==> src/rtl/sync_fifo_param.sv <==
// Parametrised single-clock show-ahead FIFO with level, almost flags and flush.
// Define FIFO_ERR_FLAGS_EN to build the sticky overflow/underflow flags; otherwise they read 0.
module sync_fifo_param #(
    parameter int DATA_W     = 140,
    parameter int DEPTH_LOG2 = 3,
    parameter int AF_LEVEL   = 6,
    parameter int AE_LEVEL   = 2
) (
    input  logic                  clk_in,
    input  logic                  rst_n,
    input  logic                  fifo_clr,
    input  logic                  fifo_w_enable,
    input  logic                  fifo_r_enable,
    input  logic [DATA_W-1:0]     data_to_fifo,
    output logic [DATA_W-1:0]     data_from_fifo,
    output logic                  fifo_empty,
    output logic                  fifo_full,
    output logic                  fifo_almost_full,
    output logic                  fifo_almost_empty,
    output logic [DEPTH_LOG2:0]   fifo_level,
    output logic                  fifo_overflow,
    output logic                  fifo_underflow
);

    localparam int PTR_W = DEPTH_LOG2 + 1;
    localparam int DEPTH = 1 << DEPTH_LOG2;
    localparam logic [PTR_W-1:0] DEPTH_LVL = PTR_W'(DEPTH);
    localparam logic [PTR_W-1:0] AF_LVL    = PTR_W'(AF_LEVEL);
    localparam logic [PTR_W-1:0] AE_LVL    = PTR_W'(AE_LEVEL);
    localparam logic [PTR_W-1:0] ONE       = PTR_W'(1);

    logic [DATA_W-1:0] mem_q [DEPTH];
    logic [PTR_W-1:0]  wptr_q, wptr_d;
    logic [PTR_W-1:0]  rptr_q, rptr_d;
    logic [PTR_W-1:0]  level_q, level_d;
    logic              wr_accept;
    logic              rd_accept;

    assign fifo_empty        = (level_q == '0);
    assign fifo_full         = (level_q == DEPTH_LVL);
    assign fifo_almost_full  = (level_q >= AF_LVL);
    assign fifo_almost_empty = (level_q <= AE_LVL);
    assign fifo_level        = level_q;

    // Acceptance uses the pre-edge flags: no write-through when full, no bypass when empty.
    assign wr_accept = fifo_w_enable && !fifo_full;
    assign rd_accept = fifo_r_enable && !fifo_empty;

    always_comb begin
        wptr_d  = wptr_q;
        rptr_d  = rptr_q;
        level_d = level_q;
        if (fifo_clr) begin
            wptr_d  = '0;
            rptr_d  = '0;
            level_d = '0;
        end else begin
            if (wr_accept) wptr_d = wptr_q + ONE;
            if (rd_accept) rptr_d = rptr_q + ONE;
            case ({wr_accept, rd_accept})
                2'b10:   level_d = level_q + ONE;
                2'b01:   level_d = level_q - ONE;
                default: level_d = level_q;
            endcase
        end
    end

    always_ff @(posedge clk_in or negedge rst_n) begin
        if (!rst_n) begin
            wptr_q  <= '0;
            rptr_q  <= '0;
            level_q <= '0;
        end else begin
            wptr_q  <= wptr_d;
            rptr_q  <= rptr_d;
            level_q <= level_d;
        end
    end

    // Storage is deliberately left out of reset; empty masking hides stale words.
    always_ff @(posedge clk_in) begin
        if (wr_accept && !fifo_clr) begin
            mem_q[wptr_q[DEPTH_LOG2-1:0]] <= data_to_fifo;
        end
    end

    assign data_from_fifo = fifo_empty ? '0 : mem_q[rptr_q[DEPTH_LOG2-1:0]];

`ifdef FIFO_ERR_FLAGS_EN
    logic overflow_q, overflow_d;
    logic underflow_q, underflow_d;

    always_comb begin
        overflow_d  = overflow_q  || (fifo_w_enable && fifo_full);
        underflow_d = underflow_q || (fifo_r_enable && fifo_empty);
        if (fifo_clr) begin
            overflow_d  = 1'b0;
            underflow_d = 1'b0;
        end
    end

    always_ff @(posedge clk_in or negedge rst_n) begin
        if (!rst_n) begin
            overflow_q  <= 1'b0;
            underflow_q <= 1'b0;
        end else begin
            overflow_q  <= overflow_d;
            underflow_q <= underflow_d;
        end
    end

    assign fifo_overflow  = overflow_q;
    assign fifo_underflow = underflow_q;
`else
    assign fifo_overflow  = 1'b0;
    assign fifo_underflow = 1'b0;
`endif

endmodule
==> config.mk <==
export PLATFORM = sky130hd
export DESIGN_NAME = sync_fifo_param
export DESIGN_NICKNAME = d
export VERILOG_FILES = /design/src/rtl/sync_fifo_param.sv
export SDC_FILE = /design/constraint.sdc
export NUM_CORES = 1
export LEC_CHECK = 0
export BUFFER_PORTS_ARGS = -buffer_cell sky130_fd_sc_hd__buf_2
export CORE_MARGIN = 1
export CORE_UTILIZATION = 56
export CTS_CLUSTER_DIAMETER = 60
export DETAILED_ROUTE_END_ITERATION = 7
export PLACE_DENSITY = 0.75
export SLEW_MARGIN = 20
export SYNTH_ARGS = -nofsm -noshare
export SYNTH_HDL_FRONTEND = slang
export SYNTH_SLANG_ARGS = --single-unit
export TNS_END_PERCENT = 100
==> constraint.sdc <==
create_clock -name clk_in -period 12.9 [get_ports clk_in]
set_input_delay 3.87 -clock clk_in [delete_from_list [all_inputs] [get_ports clk_in]]
set_output_delay 3.87 -clock clk_in [all_outputs]
set_load 0.01 [all_outputs]
### Word level (Yosys, flattened, before mapping)

Memory sizes are Yosys's and may differ from the RTL's.
Index checks and enable logic that the tools add are counted.

* divide/modulo/power cells: 0
* multipliers: 0
* order comparisons: 2
* multiplexer cells: 9
* shift operators: 0
* bitwise gates (word level): 0
* equality and inequality tests: 3
* reduce and logical (&&, ||, !) cells: 10
* add/sub/neg operators: 4

Operators with widths (count)
* 140-bit 2-to-1 mux: 1
* 4-bit 2-to-1 mux: 5
* 4-bit by 1-bit adder with 4-bit output, second input constant: 3
* 4-bit one-hot mux with 2 select lines: 1
* 4-bit == test, second input constant: 1
* 4-bit by 3-bit greater-or-equal comparator with 1-bit output, second input constant: 1
* 4-bit by 2-bit less-or-equal comparator with 1-bit output, second input constant: 1
* 4-bit zero test: 1
* 2-bit nonzero test: 2
* 4-bit by 1-bit subtractor with 4-bit output, second input constant: 1
* 1-bit logical AND: 3
* 1-bit zero test: 3
* 3-bit nonzero test: 1
* 2-bit by 1-bit == test with 1-bit output, second input constant: 1
* 2-bit == test, second input constant: 1
* 1-bit 2-to-1 mux: 2

* input bits: 145
* ROM bits: 0
* bits in latches: 0
* register bits: 12
* word-level logic and storage cells: 32
* memories kept: 1
* RAM bits: 1120

Memories
* mem_q: depth 8, width 140, rd ports 1, clocked after Yosys merged registers in 0, wr ports 1, line 32 `logic [DATA_W-1:0] mem_q [DEPTH];`

### Logic depth before layout (Yosys ltp)

* depth after elaboration: 6
* mapped depth: 8

### Worst setup path after synthesis

No wires, ideal clock.

* path kind: input port to flip-flop
* start: input fifo_w_enable
* end: memory mem_q[0][0], enable pin
* path buffers: 1
* cell stages on the path: 4
* setup slack: -2.009 ns
* library setup time: 0.811 ns
* data required time: 12.089 ns
* arrival: 14.099 ns
* path through: clkbuf_1 -> nand2_1 -> or3_1 -> nor3_1

* cells in the longest elaborated chain, start to end: 4

Ends and longest elaborated chain
* start: declaration: line 12 `input logic fifo_w_enable,`
* 1-bit logical AND: line 46 `assign wr_accept = fifo_w_enable && !fifo_full;`
* 1-bit logical AND: line 82 `if (wr_accept && !fifo_clr) begin`
* 1-bit 2-to-1 mux: line 82
* 1-bit 2-to-1 mux (implied by the code): line 83 `mem_q[wptr_q[DEPTH_LOG2-1:0]] <= data_to_fifo;`
* end: declaration: line 32

Every way passes these cells.

### Final worst setup path

* start: register rptr_q[0]
* end: output data_from_fifo[4]

* cells in the longest elaborated chain, start to end: 2

Ends and longest elaborated chain
* start: declaration: line 34 `logic [PTR_W-1:0] rptr_q, rptr_d;`
* start signal: assignment: line 75 `rptr_q <= rptr_d;`
* memory read 8 x 140 bit
* 140-bit 2-to-1 mux: line 87 `assign data_from_fifo = fifo_empty ? '0 : mem_q[rptr_q[DEPTH_LOG2-1:0]];`
* end: declaration: line 15 `output logic [DATA_W-1:0] data_from_fifo,`

Every way passes these cells.

==> results.json <==
{
  "fin_crit_sh_pct": 64.1,
  "layout_commonest_cell": "edfxtp_1",
  "via_count": 19757,
  "synth-compound-area-share_pct": 0.348,
  "worst_slew_margin_rel_pct": 25.5,
  "final_hold_viol_count": 0,
  "synth_edf_count": 1120,
  "synthFlopType": "edfxtp_1",
  "portBuffers": 292,
  "cts_hold_buf": 0,
  "skew_ns": 0.0197,
  "fin_nets": 2354,
  "final-setup-viol-count": 0,
  "p_leak_nw": 15.7,
  "crit_fanout": 108,
  "synth.area.mux_share_pct": 17.9,
  "wirelength_mm": 86.9,
  "cts_buffers": 110,
  "cpMaxStageDelayCell": "dfrtp_4",
  "ant_nets": 0,
  "grt_pass1_wl_mm": 131,
  "status": "finished clean",
  "drive_above_1_share_pct": 34.6,
  "clk_pin_slew_worst_paths_ns": 0.06,
  "gp_congestion": 0.725,
  "drt_iter0_markers": 1523,
  "drt-pass1-iter-count": 5,
  "crit_path_end_kind": "output pin",
  "synthAdderAreaFrac_pct": 0.116,
  "place_hpwl_mm": 46.5,
  "grtUsageTotal_pct": 22.7,
  "syn_area_per_cell_sq_um": 23.1,
  "coreArea_sq_mm": 0.0761,
  "synth_seq_cells": 1130,
  "grt_max_degree": 155,
  "required_ns": 9.03,
  "yosys.area_share.simple_pct": 1.67,
  "rows": 101,
  "die_area_sq_mm": 0.0781,
  "yosys.area_share.xor_xnor_pct": 0.142,
  "cts_tree": "built",
  "antenna_found_initial": 16,
  "rsz0062_at_grt": "no",
  "critPathLaunchType": "register",
  "globalRouteOverflowTotal": 0,
  "worst_ir_drop_vdd_mv": 0.172,
  "crit_type": "register to output pin",
  "clock_latency_ns": 0.66,
  "yosysWarnings": 0,
  "ios": 295,
  "h-tree-depth": 3,
  "cts.sinks": 1130,
  "cts_max_path_buffers": 3,
  "fmax_mhz": 121,
  "p_per_area_mw_per_mm2": 198,
  "rrSetupSlack_ns": 8.89,
  "synthCells": 1866,
  "setup_tns_ns": 0,
  "final_cell_mix": "edfxtp_1, buf_2, mux4_2, nor2_1, mux2i_1",
  "synth_seq_area_share_pct": 78.6,
  "die_h_um": 279,
  "synthToLayoutAreaGrowth_pct": 15.1,
  "syn_area_sq_mm": 0.0431,
  "routedWlPerCell_um": 26.0,
  "fillers": 4952,
  "synth.distinct_cells": 41,
  "grt_pass1_vias": 21048,
  "cp_data_arrival_time_ns": 4.39,
  "synth_top_family_by_area": "multiplexers",
  "max_cap_violations": 0,
  "hold_class": "register to register",
  "die_w_um": 279,
  "drv_slew": 0,
  "viasPerCell": 5.92,
  "post_cts_buffers": 0,
  "async_reset_ff_share_pct": 0.885,
  "period_needed_ns": 8.26,
  "hold_slack_ns": 0.644,
  "route.detailed.drc": 0,
  "cts_resized": 0,
  "cpPeakStageDelay_ns": 1.01,
  "start_util_pct": 56.6,
  "cts_root_buf": "clkbuf_16",
  "path_cells": "buf_12 -> buf_4 -> mux4_2 -> mux2i_1 -> nor2_1 -> buf_2",
  "worst_pin_slew_ns": 1.12
}
[metal layers]
layer  track usage, %  routed length (um)  share of wire (%)
met5                0                  99               0.11
met3             3.94                5110                5.9
met2             39.2               45800                 53
met1             30.0               34300                 39
met4             6.29                1650                1.9
[cell families after synthesis]
family	after synthesis
multiplexers	420
AO/OA/AOI/OAI	22
XOR/XNOR	7
flip-flops	1130
adder cells (fa/ha/maj)	4
buffers and inverters	106
AND/OR/NAND/NOR	176
other	1
[stage by stage]
stage / instances / utilization (%) / instance area, sq um / setup slack (ns) / total power, mW
floorplan: 1867 / - / 43100 / 1.77 / 5.89
global placement: 3122 / 60.1 / 45700 / 5.17 / 6.57
detailed placement: 3122 / 60.1 / 45700 / 5.13 / 6.61
CTS: 3327 / 65.1 / 49600 / 4.38 / 9.94
global route: 3334 / 65.2 / 49600 / 4.17 / 10.2
finish: 3337 / 65.2 / 49600 / 4.64 / 9.83
[cell type report]
| cell class | count | area (sq um) | share of cell area (%) |
|---|---|---|---|
| Antenna cell | 9 | 22.5 | 0.0454 |
| Clock buffer | 128 | 2860 | 5.77 |
| Clock inverter | 77 | 966 | 1.95 |
| Inverter | 4 | 17.5 | 0.0353 |
| Multi-Input combinational cell | 631 | 8760 | 17.7 |
| Sequential cell | 1130 | 33900 | 68.3 |
| Tap cell | 1030 | 1290 | 2.60 |
| Timing Repair Buffer | 328 | 1780 | 3.59 |
[worst paths after layout]
path / from / endpoint / cells after the start
setup / recovery: rptr_q[0] / data_from_fifo[4] / 6
hold / removal: wptr_q[0] / wptr_q[0] / 2
setup reg to reg: fifo_level[1] / mem_q[4][79] / 6
hold reg to reg: wptr_q[0] / wptr_q[0] / 2
max in group asynchronous: rst_n / rptr_q[0] / 1
min in group asynchronous: rst_n / fifo_level[2] / 1
[where the power goes]
group          leakage [nW]  total, mW  switching [mW]  internal [mW]
Combinational          3.65       2.24            1.22           1.03
Sequential             10.2       4.25          0.0971           4.16
Clock                  1.83       3.34            1.36           1.98
Total                  15.7       9.83            2.67           7.16
[critical path, delay by kind of cell (launching register included)]
| kind | cells | cell delay, ns |
|---|---|---|
| muxes | 2 | 0.85 |
| DFF | 1 | 1.01 |
| buffers and inverters | 3 | 1.60 |
| and+or+nand+nor | 1 | 0.06 |
[cells in the mapped netlist, drive strengths merged (2+ instances only)]
cell    number  area (sq um)
a21oi        7          35.0
buf         67           373
clkbuf      35           131
dfrtp       10           250
edfxtp    1120         33600
ha           4          50.1
inv          4          15.0
mux2i      140          1400
mux4       280          6310
nand2        6          22.5
nand2b       2          12.5
nand3        5          25.0
nand4b       2          17.5
nor2       151           567
nor3         4          25.0
o21ai        5          25.0
xor2         6          52.6
[sequential cells by signal, indices dropped and copies added, names as in the netlist]
| name | flops |
|---|---|
| wptr_q | 3 |
| mem_q | 1120 |
| rptr_q | 3 |
| fifo_level | 4 |
No activity file was read; power rests on OpenSTA's default activity.
